[config.mk]
export PLATFORM = sky130hd
export DESIGN_NAME = ptr_gen
export DESIGN_NICKNAME = d
export VERILOG_FILES = /design/src/rtl/ptr_gen.sv
export SDC_FILE = /design/constraint.sdc
export NUM_CORES = 1
export LEC_CHECK = 0
export BUFFER_PORTS_ARGS = -buffer_cell sky130_fd_sc_hd__buf_4
export CAP_MARGIN = 20
export CORE_UTILIZATION = 52
export CTS_BUF_LIST = sky130_fd_sc_hd__clkbuf_16
export DETAILED_ROUTE_END_ITERATION = 10
export PLACE_DENSITY = 0.76
export REMOVE_ABC_BUFFERS = 1
export SLEW_MARGIN = 20
export SYNTH_ARGS = -nofsm -noshare
export SYNTH_HDL_FRONTEND = slang
export SYNTH_SLANG_ARGS = --single-unit
[constraint.sdc]
create_clock -name clk -period 2.15 [get_ports clk]
set_clock_uncertainty 0.15 [all_clocks]
set_input_delay 0 -clock clk [delete_from_list [all_inputs] [get_ports clk]]
set_output_delay 0 -clock clk [all_outputs]
set_load 0.005 [all_outputs]
[src/rtl/ptr_gen.sv]
// ptr_gen: TU-12 pointer generator. Builds the V1..V4 bytes of each
// multiframe and carries offset, justification, NDF and TU AIS events.
//
// Multiframe mode, fixed at the V1 slot (commit):
//   mode      | meaning
//   MODE_NORM | normal pointer, or new/restore pointer sent with EN_NDF
//   MODE_AIS  | all four V bytes are 8'hFF
//   MODE_INC  | I bits inverted, stuff byte after V3, offset +1 at V4
//   MODE_DEC  | D bits inverted, V3 carries data, offset -1 at V4
module ptr_gen (
  input  logic       clk,
  input  logic       rst,
  input  logic       txsof,
  input  logic       ven,
  input  logic       inc_req,
  input  logic       dec_req,
  input  logic       new_req,
  input  logic [9:0] new_offset,
  input  logic       ais_force,
  output logic [7:0] dout,
  output logic       dout_vld,
  output logic [9:0] cur_offset,
  output logic       pos_stuff,
  output logic       neg_stuff,
  output logic       req_ack,
  output logic       req_rej
);

  localparam logic [9:0] MAXOFFSET = 10'd139;
  localparam logic [1:0] GUARD     = 2'd3;
  localparam logic [3:0] NORM_NDF  = 4'b0110;
  localparam logic [3:0] EN_NDF    = 4'b1001;
  localparam logic [9:0] INV_I     = 10'b1010101010;
  localparam logic [9:0] INV_D     = 10'b0101010101;
  localparam logic [7:0] AIS_BYTE  = 8'hFF;

  typedef enum logic [1:0] {
    MODE_NORM = 2'd0,
    MODE_AIS  = 2'd1,
    MODE_INC  = 2'd2,
    MODE_DEC  = 2'd3
  } mode_t;

  mode_t      mode_q, mode_d;
  logic [1:0] idx_q, idx_d;
  logic [1:0] guard_q, guard_d;
  logic       pend_inc_q, pend_inc_d;
  logic       pend_dec_q, pend_dec_d;
  logic       pend_new_q, pend_new_d;
  logic [9:0] new_off_q, new_off_d;
  logic       restore_q, restore_d;
  logic [9:0] off_q, off_d;
  logic [7:0] v2_q, v2_d;
  logic [7:0] dout_q, dout_d;
  logic       dout_vld_q, dout_vld_d;
  logic       pos_q, pos_d;
  logic       neg_q, neg_d;
  logic       ack_q, ack_d;
  logic       rej_q, rej_d;

  logic [1:0] cur_idx;
  logic [9:0] ptr;
  logic [3:0] ndf;
  logic       clr_inc, clr_dec, clr_new;

  // State register with asynchronous active-low reset; restore flag set
  // so the first multiframe after reset carries EN_NDF.
  always_ff @(posedge clk or negedge rst) begin
    if (!rst) begin
      mode_q     <= MODE_NORM;
      idx_q      <= 2'd0;
      guard_q    <= 2'd0;
      pend_inc_q <= 1'b0;
      pend_dec_q <= 1'b0;
      pend_new_q <= 1'b0;
      new_off_q  <= 10'd0;
      restore_q  <= 1'b1;
      off_q      <= 10'd0;
      v2_q       <= 8'h00;
      dout_q     <= 8'h00;
      dout_vld_q <= 1'b0;
      pos_q      <= 1'b0;
      neg_q      <= 1'b0;
      ack_q      <= 1'b0;
      rej_q      <= 1'b0;
    end else begin
      mode_q     <= mode_d;
      idx_q      <= idx_d;
      guard_q    <= guard_d;
      pend_inc_q <= pend_inc_d;
      pend_dec_q <= pend_dec_d;
      pend_new_q <= pend_new_d;
      new_off_q  <= new_off_d;
      restore_q  <= restore_d;
      off_q      <= off_d;
      v2_q       <= v2_d;
      dout_q     <= dout_d;
      dout_vld_q <= dout_vld_d;
      pos_q      <= pos_d;
      neg_q      <= neg_d;
      ack_q      <= ack_d;
      rej_q      <= rej_d;
    end
  end

  // Byte sequencing, commit decision at V1 and request bookkeeping.
  always_comb begin
    mode_d     = mode_q;
    idx_d      = idx_q;
    guard_d    = guard_q;
    new_off_d  = new_off_q;
    restore_d  = restore_q;
    off_d      = off_q;
    v2_d       = v2_q;
    dout_d     = dout_q;
    dout_vld_d = 1'b0;
    pos_d      = pos_q;
    neg_d      = neg_q;
    ack_d      = 1'b0;
    rej_d      = 1'b0;
    cur_idx    = txsof ? 2'd0 : idx_q;
    ptr        = off_q;
    ndf        = NORM_NDF;
    clr_inc    = 1'b0;
    clr_dec    = 1'b0;
    clr_new    = 1'b0;

    if (ven) begin
      idx_d      = cur_idx + 2'd1;
      dout_vld_d = 1'b1;
      case (cur_idx)
        2'd0: begin
          guard_d = (guard_q != 2'd0) ? guard_q - 2'd1 : 2'd0;
          pos_d   = 1'b0;
          neg_d   = 1'b0;
          if (ais_force) begin
            // Pending requests survive AIS; pointer is re-announced after.
            mode_d    = MODE_AIS;
            restore_d = 1'b1;
            dout_d    = AIS_BYTE;
            v2_d      = AIS_BYTE;
          end else begin
            mode_d = MODE_NORM;
            if (pend_new_q) begin
              clr_new = 1'b1;
              if (new_off_q <= MAXOFFSET) begin
                off_d     = new_off_q;
                ptr       = new_off_q;
                ndf       = EN_NDF;
                ack_d     = 1'b1;
                guard_d   = GUARD;
                restore_d = 1'b0;
              end else begin
                rej_d = 1'b1;
              end
            end else if (restore_q) begin
              ndf       = EN_NDF;
              guard_d   = GUARD;
              restore_d = 1'b0;
            end else if ((guard_q == 2'd0) && (pend_inc_q || pend_dec_q)) begin
              clr_inc = 1'b1;
              clr_dec = 1'b1;
              if (pend_inc_q && pend_dec_q) begin
                rej_d = 1'b1;
              end else if (pend_inc_q) begin
                mode_d  = MODE_INC;
                ptr     = off_q ^ INV_I;
                pos_d   = 1'b1;
                ack_d   = 1'b1;
                guard_d = GUARD;
              end else begin
                mode_d  = MODE_DEC;
                ptr     = off_q ^ INV_D;
                neg_d   = 1'b1;
                ack_d   = 1'b1;
                guard_d = GUARD;
              end
            end
            dout_d = {ndf, 2'b10, ptr[9:8]};
            v2_d   = ptr[7:0];
          end
        end
        2'd1: begin
          dout_d = v2_q;
        end
        2'd2: begin
          dout_d = (mode_q == MODE_AIS) ? AIS_BYTE : 8'h00;
        end
        default: begin
          dout_d = (mode_q == MODE_AIS) ? AIS_BYTE : 8'h00;
          pos_d  = 1'b0;
          neg_d  = 1'b0;
          if (mode_q == MODE_INC) begin
            off_d = (off_q == MAXOFFSET) ? 10'd0 : off_q + 10'd1;
          end else if (mode_q == MODE_DEC) begin
            off_d = (off_q == 10'd0) ? MAXOFFSET : off_q - 10'd1;
          end
        end
      endcase
    end else if (txsof) begin
      idx_d = 2'd0;
    end

    // A pulse coinciding with a commit is kept for the next commit.
    pend_inc_d = (pend_inc_q & ~clr_inc) | inc_req;
    pend_dec_d = (pend_dec_q & ~clr_dec) | dec_req;
    pend_new_d = (pend_new_q & ~clr_new) | new_req;
    if (new_req) begin
      new_off_d = new_offset;
    end
  end

  assign dout       = dout_q;
  assign dout_vld   = dout_vld_q;
  assign cur_offset = off_q;
  assign pos_stuff  = pos_q;
  assign neg_stuff  = neg_q;
  assign req_ack    = ack_q;
  assign req_rej    = rej_q;

endmodule

-- Yosys cells after proc, flatten, opt, wreduce, memory -nomap -nowiden
Cells that the tools add are included.
- bits in registers: 51
- input bits: 18
- output and inout bits: 23
- logic and storage cells: 133
- $add $sub $neg: 4
- order comparisons: 1
- eq/ne operators: 9
- mux-type cells: 79
- bitwise gates (word level): 11
- reduce and logical (&&, ||, !) cells: 13
- operators with widths (cell ; count):
    $mux 10 ; 12
    $mux 1 ; 43
    $mux 2 ; 14
    $mux 8 ; 3
    $pmux 10 s2 ; 1
    $pmux 8 s2 ; 1
    $mux 4 ; 3
    $add 10x1->10 const B ; 1
    $eq 10x8->1 const B ; 1
    $le 10x8->1 const B ; 1
    $logic_not 10->1 ; 1
    $not 5->5 ; 2
    $sub 10x1->10 const B ; 1
    $eq 2x2->1 const B ; 3
    $reduce_and 5->1 ; 1
    $eq 2x1->1 const B ; 2
    $logic_not 2->1 ; 2
    $ne 2x2->1 const B ; 2
    $pmux 1 s2 ; 2
    $reduce_and 2->1 ; 2
    $and 1x1->1 ; 3
    $ne 3x2->1 const B ; 1
    $not 1->1 ; 3
    $or 1x1->1 ; 3
    8 further kinds ; 9

-- Longest topological paths before layout
Gate-level depths: netlist of run 1.
- depth after elaboration: 11
- mapped depth: 9

-- Least setup slack after synthesis of run 1
No wires, ideal clock.
- kind: flip-flop to flip-flop
- from: register off_q[1] (netlist: cur_offset[1])
- to: register off_q[2] (netlist: cur_offset[2])
- library setup time: 0.122 ns
- data arrival time: 1.942 ns
- setup slack: -0.064 ns
- cell stages (with the launch flop): 10
- period minus slack after synthesis: 2.214 ns
- cell sequence: dfrtp_1 -> buf_2 -> inv_1 -> ha_1 -> or4b_1 -> clkbuf_1 -> nor3_2 -> o41ai_1 -> a21o_1 -> a32o_1
- cells in the longest elaborated chain, start to end: 5
- elaborated cells between the ends (all ways): 9
- ends and longest elaborated chain (element ; RTL line ; source):
    start, declared ; 52 ; logic [9:0] off_q, off_d;
    start signal, assigned ; 78 ; off_q <= 10'd0;
    start signal, assigned ; 95 ; off_q <= off_d;
    $sub 10x1->10 or $logic_not 10->1 (tied branches) ; 196 ; off_d = (off_q == 10'd0) ? MAXOFFSET : off_q - 10'd1;
    $mux 10 ; 196 ;
    $mux 10 ; 195 ; end else if (mode_q == MODE_DEC) begin
    $mux 10 * ; 193 ; if (mode_q == MODE_INC) begin
    $pmux 10 s2 * ; 131 ; case (cur_idx)
Mark *: on every way between the ends. The rest lies on a longest branch, timed or not. The select of a mux whose other input is x is not followed.
A chain may end at the register's enable or synchronous reset.

-- Worst setup path in the final report of run 1
- from: register off_q[8] (netlist: cur_offset[8])
- to: register off_q[9] (netlist: cur_offset[9])
The elaborated chain is that of the path after synthesis.

==> results of run 1 <==
[power by group]
part | internal, mW | total (mW) | leakage [nW] | switching [mW]
Combinational | 0.642 | 1.34 | 1.08 | 0.699
Clock | 0.549 | 0.906 | 0.0856 | 0.357
Sequential | 1.13 | 1.28 | 0.602 | 0.150
Total | 2.32 | 3.53 | 1.77 | 1.21
[logic make-up after synthesis]
family	synth area share, %
and+or+nand+nor	19.2
AOI/OAI and AO/OA	24.1
DFF	40.9
buffers and inverters	4.53
xor gates and xnor gates	4.77
muxes	4.93
adders and majority gates	1.60
[state kept, by name, summed over array words and instances, names as in the netlist, 2 cells and up]
| name | cells |
|---|---|
| new_off_q | 10 |
| guard_q | 2 |
| cur_offset | 10 |
| idx_q | 2 |
| v2_q | 8 |
| mode_q | 2 |
| dout | 8 |
[routing by layer]
| metal | up-vias | GRT usage (%) | share of wire, % |
|---|---|---|---|
| met5 | - | 0 | 0 |
| met4 | 0 | 12.5 | 2.6 |
| met3 | 24 | 5.83 | 7.6 |
| met2 | 166 | 52.8 | 49 |
| met1 | 1525 | 40.4 | 41 |
| li1 | 1446 | - | - |
[final timing paths]
kind | startpoint | cells past startpoint | end | slack (ps)
setup reg to reg | cur_offset[8] | 5 | cur_offset[9] | 70
min in group clk | txsof | 6 | dout[6] | 150
hold reg to reg | dout[3] | 1 | dout[3] | 350
max in group asynchronous | rst | 2 | cur_offset[3] | 1300
hold / removal | rst | 2 | dout_vld | 120
setup / recovery | cur_offset[8] | 5 | cur_offset[9] | 70
[synthesized netlist by cell type (5+ instances only)]
cell | number | area (um2)
dfrtp_1 | 50 | 1250
nor2_1 | 29 | 109
nand2_1 | 26 | 97.6
a21oi_1 | 24 | 120
clkbuf_1 | 18 | 67.6
o21ai_0 | 18 | 90.1
nand3_1 | 14 | 70.1
xnor2_1 | 11 | 96.3
mux2_2 | 10 | 113
a31oi_1 | 9 | 56.3
nand2b_1 | 9 | 56.3
inv_1 | 8 | 30.0
xor2_1 | 6 | 52.6
a21o_1 | 5 | 37.5
a22oi_1 | 5 | 37.5
nor3_1 | 5 | 25.0
o31ai_1 | 5 | 37.5
[cell type report]
type | instances | area (um2)
clock buffers | 5 | 125
flip-flops and latches | 51 | 1280
fillers | 429 | 1470
well taps | 72 | 90.1
repair buffers | 105 | 861
clock inverters | 3 | 42.5
multi-input cells | 258 | 1740
inverters | 10 | 37.5
[repair_timing]
item,CTS,global route
resized for setup,0,10
hold buffers,29,0
hold endpoints to repair,78,0
endpoints found under the setup margin,0,15
buffers inserted,0,0
==> impl_metrics.tcl, run 1 <==
set metrics [dict create \
    synth_async_sr_flop_share_pct 100 \
    grt_start_max_net_pins 52 \
    synthFlopType "dfrtp_1" \
    drv_slew 0 \
    gp_congestion 0.948 \
    n_antenna_cell 0 \
    final_cells 504 \
    relSlewSlack_pct 57.2 \
    cts_made_buffers 5 \
    crit_path_end_kind "flip-flop" \
    utilization_pct 74.0 \
    rsz0062_at_grt "true" \
    io-pin-count 41 \
    portBuffers 40 \
    layout_common_cells "76 x buf_4, 50 x dfrtp_1, 29 x dlygate4sd3_1, 28 x nor2_1, 26 x nand2_1" \
    drt-wirelength-per-cell_um 18.0 \
    grt_usage_pct 31.7 \
    power_density_nw_per_um2 844 \
    routed_via_density 6.27 \
    slowest_delay_ps 580 \
    path_clk_slew_ps 70 \
    final_common_cell "buf_4" \
    place_area_um2 3680 \
    cts_sinks 51 \
    design_area_um2 4180 \
    cp.required_ps 2180 \
    status "complete, no violations" \
    initialDrtViolationCount 361 \
    cts_tree "yes" \
    cp_cell_sequence "or4_4 -> o31ai_4 -> a311o_1 -> nand2_1 -> a22o_1" \
    clk_latency_ps 290 \
    die_area_um2 6320 \
    fin_setup_tns_ps 0 \
    cp.arrival_ps 2110 \
    power_mw 3.53 \
    critPathSlowestCell "or4_4" \
    drive_gt1_share_pct 26.2 \
    root_buffer "clkbuf_16" \
    worst_slack_ps 70.0 \
    overflow 0 \
    fin_nets 453 \
    crit_path_start_kind "flip-flop" \
    dpl.hpwl_mm 6.16 \
    synth_edf_count 0 \
    synth_area_um2 3120 \
    p_leak_nw 1.77 \
    grt_pass1_vias 3103 \
    hold_viol 0 \
    ys_types 62 \
    ant_nets 0 \
    critical_path_buf_inv_count 0 \
    vias 3161 \
    rows 27 \
    preCtsSetupSlack_ps 25.1 \
    syn_inst 342 \
    finalCritPeriodShare_pct 96.7 \
    core_area_um2 5640 \
    worstPathMaxFanout 8 \
    syn2layout_area_growth_pct 33.7 \
    clk_path_buf_depth 2 \
    first_pass_iters 5 \
    maxCapViolations 0 \
    min_period_ps 2080 \
    dp_cells 467 \
    crit_family "compound AO/OA/AOI/OAI gates" \
    drc 0 \
    worstMarginPinSlew_ps 642 \
    critical_path_class "reg2reg" \
    setup_viol 0 \
    hp-class "in2async" \
    whs_ps 122 \
    die_w_um 79.5 \
    grt_antenna_before_repair 0 \
    grt_pass1_wl_mm 15.3 \
    die_h_um 79.5 \
    h-tree-depth 2 \
    clock.fmax_ghz 0.481 \
    synth-seq-cells 51 \
    drt-total-wl_mm 9.05 \
    ir_drop_mv 0.636 \
    yosysSeqAreaShare_pct 40.9 \
    yosysWarnings 0 \
    start_util_pct 55.4 \
    syn_area_per_cell_um2 9.13 \
]
No activity file was read; power rests on OpenSTA's default activity.
==> run 2: changes to the inputs <==
--- a/config.mk
+++ b/config.mk
@@ -7,10 +7,11 @@
 export LEC_CHECK = 0
 export BUFFER_PORTS_ARGS = -buffer_cell sky130_fd_sc_hd__buf_4
 export CAP_MARGIN = 20
-export CORE_UTILIZATION = 52
+export CORE_UTILIZATION = 58
 export CTS_BUF_LIST = sky130_fd_sc_hd__clkbuf_16
 export DETAILED_ROUTE_END_ITERATION = 10
-export PLACE_DENSITY = 0.76
+export HOLD_SLACK_MARGIN = 0.12
+export PLACE_DENSITY = 0.8
 export REMOVE_ABC_BUFFERS = 1
 export SLEW_MARGIN = 20
 export SYNTH_ARGS = -nofsm -noshare
==> constraint.sdc (replaced) <==
create_clock -name clk -period 2.3 [get_ports clk]
set_clock_uncertainty 0.15 [all_clocks]
set_input_delay 0 -clock clk [delete_from_list [all_inputs] [get_ports clk]]
set_output_delay 0 -clock clk [all_outputs]
set_load 0.005 [all_outputs]
==> impl_metrics.tcl, run 2 (same netlist as run 1, synthesis figures left out) <==
set metrics [dict create \
    final_cells 491 \
    grt_usage_pct 35.2 \
    fin_setup_tns_ps 0 \
    n_antenna_cell 0 \
    critical_path_class "reg2reg" \
    netSwitchingFraction_pct 36.3 \
    wl_met1_mm 3.53 \
    p_int_mw 2.01 \
    cts_made_buffers 5 \
    grt_start_max_net_pins 52 \
    drive_gt1_share_pct 23.5 \
    clock.fmax_ghz 0.463 \
    layout_common_cells "66 x buf_4, 50 x dfrtp_1, 28 x nor2_1, 28 x dlygate4sd3_1, 26 x nand2_1" \
    worstPathMaxFanout 6 \
    seqCellArea_um2 1280 \
    gp_congestion 0.979 \
    drc 0 \
    clk_latency_ps 290 \
    dpl.hpwl_mm 6.09 \
    worstMarginPinSlew_ps 650 \
    drv_slew 0 \
    core_area_um2 5140 \
    finalCritPeriodShare_pct 93.8 \
    p_switching_mw 1.14 \
    drt-total-wl_mm 9.23 \
    start_util_pct 60.8 \
    dp_cells 455 \
    h-tree-depth 2 \
    clkPwrFrac_pct 23.2 \
    top_layer_used "met4" \
    path_clk_slew_ps 70 \
    syn2layout_area_growth_pct 29.6 \
    die_w_um 75.4 \
    overflow 0 \
    multiInputGateArea_um2 1730 \
    power_mw 3.15 \
    pwr-share-seq_pct 37.9 \
    routed-wl-met3_um 915 \
    crit_path_end_kind "flip-flop" \
    die_area_um2 5680 \
    cp.arrival_ps 2180 \
    rows 26 \
    ant_nets 0 \
    clk_path_buf_depth 2 \
    setup_viol 0 \
    power_density_nw_per_um2 779 \
    io-pin-count 41 \
    cts_tree "yes" \
    initialDrtViolationCount 424 \
    post-cts-setup-buffers 0 \
    root_buffer "clkbuf_16" \
    status "complete, no violations" \
    first_pass_iters 5 \
    final_common_cell "buf_4" \
    utilization_pct 78.7 \
    cts_sinks 51 \
    cp.required_ps 2320 \
    p_leak_nw 1.70 \
    crit_path_start_kind "flip-flop" \
    ir_drop_mv 0.491 \
    n_fill_cell 353 \
    routed_via_density 6.38 \
    rsz0062_at_grt "false" \
    wl_met2_mm 4.54 \
    maxCapViolations 0 \
    hp-class "in2async" \
    relSlewSlack_pct 56.6 \
    grt_pass1_vias 2973 \
    grt_pass1_wl_mm 14.7 \
    r2r_slack_ps 140 \
    combPwrFrac_pct 39.0 \
    fin_nets 442 \
    portBuffers 40 \
    vias 3131 \
    die_h_um 75.4 \
    min_period_ps 2160 \
    grt_antenna_before_repair 0 \
    hold_viol 0 \
    drt-wirelength-per-cell_um 18.8 \
    whs_ps 124 \
]
==> run 2: changes by cell type in the layout (fill, tap and decap cells not counted), sizes merged <==
cell / change
buf: -10
clkinv: +2
bufinv: -1
dlygate4sd3: -1
inv: -1
==> run 2: power groups by stage <==
stage	clock, mW	sequential, mW	combinational [mW]
after detailed placement	0	1.20	1.12
after CTS	0.733	1.19	1.18
after floorplan	0	1.25	0.593
final	0.730	1.19	1.23
after global routing	0.768	1.21	1.32
after global placement	0	1.19	1.10
==> run 2: what timing repair did <==
action                                 4_1_cts  5_1_grt
hold buffers                                28        0
gates resized for setup                      0        6
endpoints found under the hold margin       84        0
setup endpoints to repair                    0        9
==> run 2: final timing paths <==
kind,startpoint,endpoint,depth (start not counted)
max,new_off_q[3],cur_offset[2],5
min,rst,mode_q[1],2
max reg2reg,new_off_q[3],cur_offset[2],5
min reg2reg,pos_stuff,pos_stuff,1
max in group asynchronous,rst,cur_offset[2],2
min in group clk,inc_req,pend_inc_q,3
==> run 2: critical path: stages, from the launching register on <==
cell      delay, ps
dfrtp_1         430
a211oi_1        410
a21oi_1         270
mux2i_1         350
o21ai_0         160
a32o_1          280
==> run 2: area by class of cell <==
cell class | count | share of cell area [%]
multi-input combinational | 258 | 42.6
sequential | 51 | 31.6
timing repair buffer | 94 | 19.2
clock buffer | 5 | 3.09
tap | 70 | 2.16
inverter | 10 | 0.928
clock inverter | 3 | 0.433
==> run 2: per-layer routing <==
metal	GRT usage (%)	vias up
li1	-	1418
met4	13.2	0
met5	0	-
met2	59.7	221
met3	7.01	35
met1	44.6	1457
==> run 2: per-stage QoR <==
step | area [um2] | worst slack (ps)
after detailed placement | 3600 | 80.4
after global placement | 3600 | 160
after floorplan | 3020 | -211
after CTS | 4030 | 54.1
final | 4050 | 142
after global routing | 4050 | 4.15
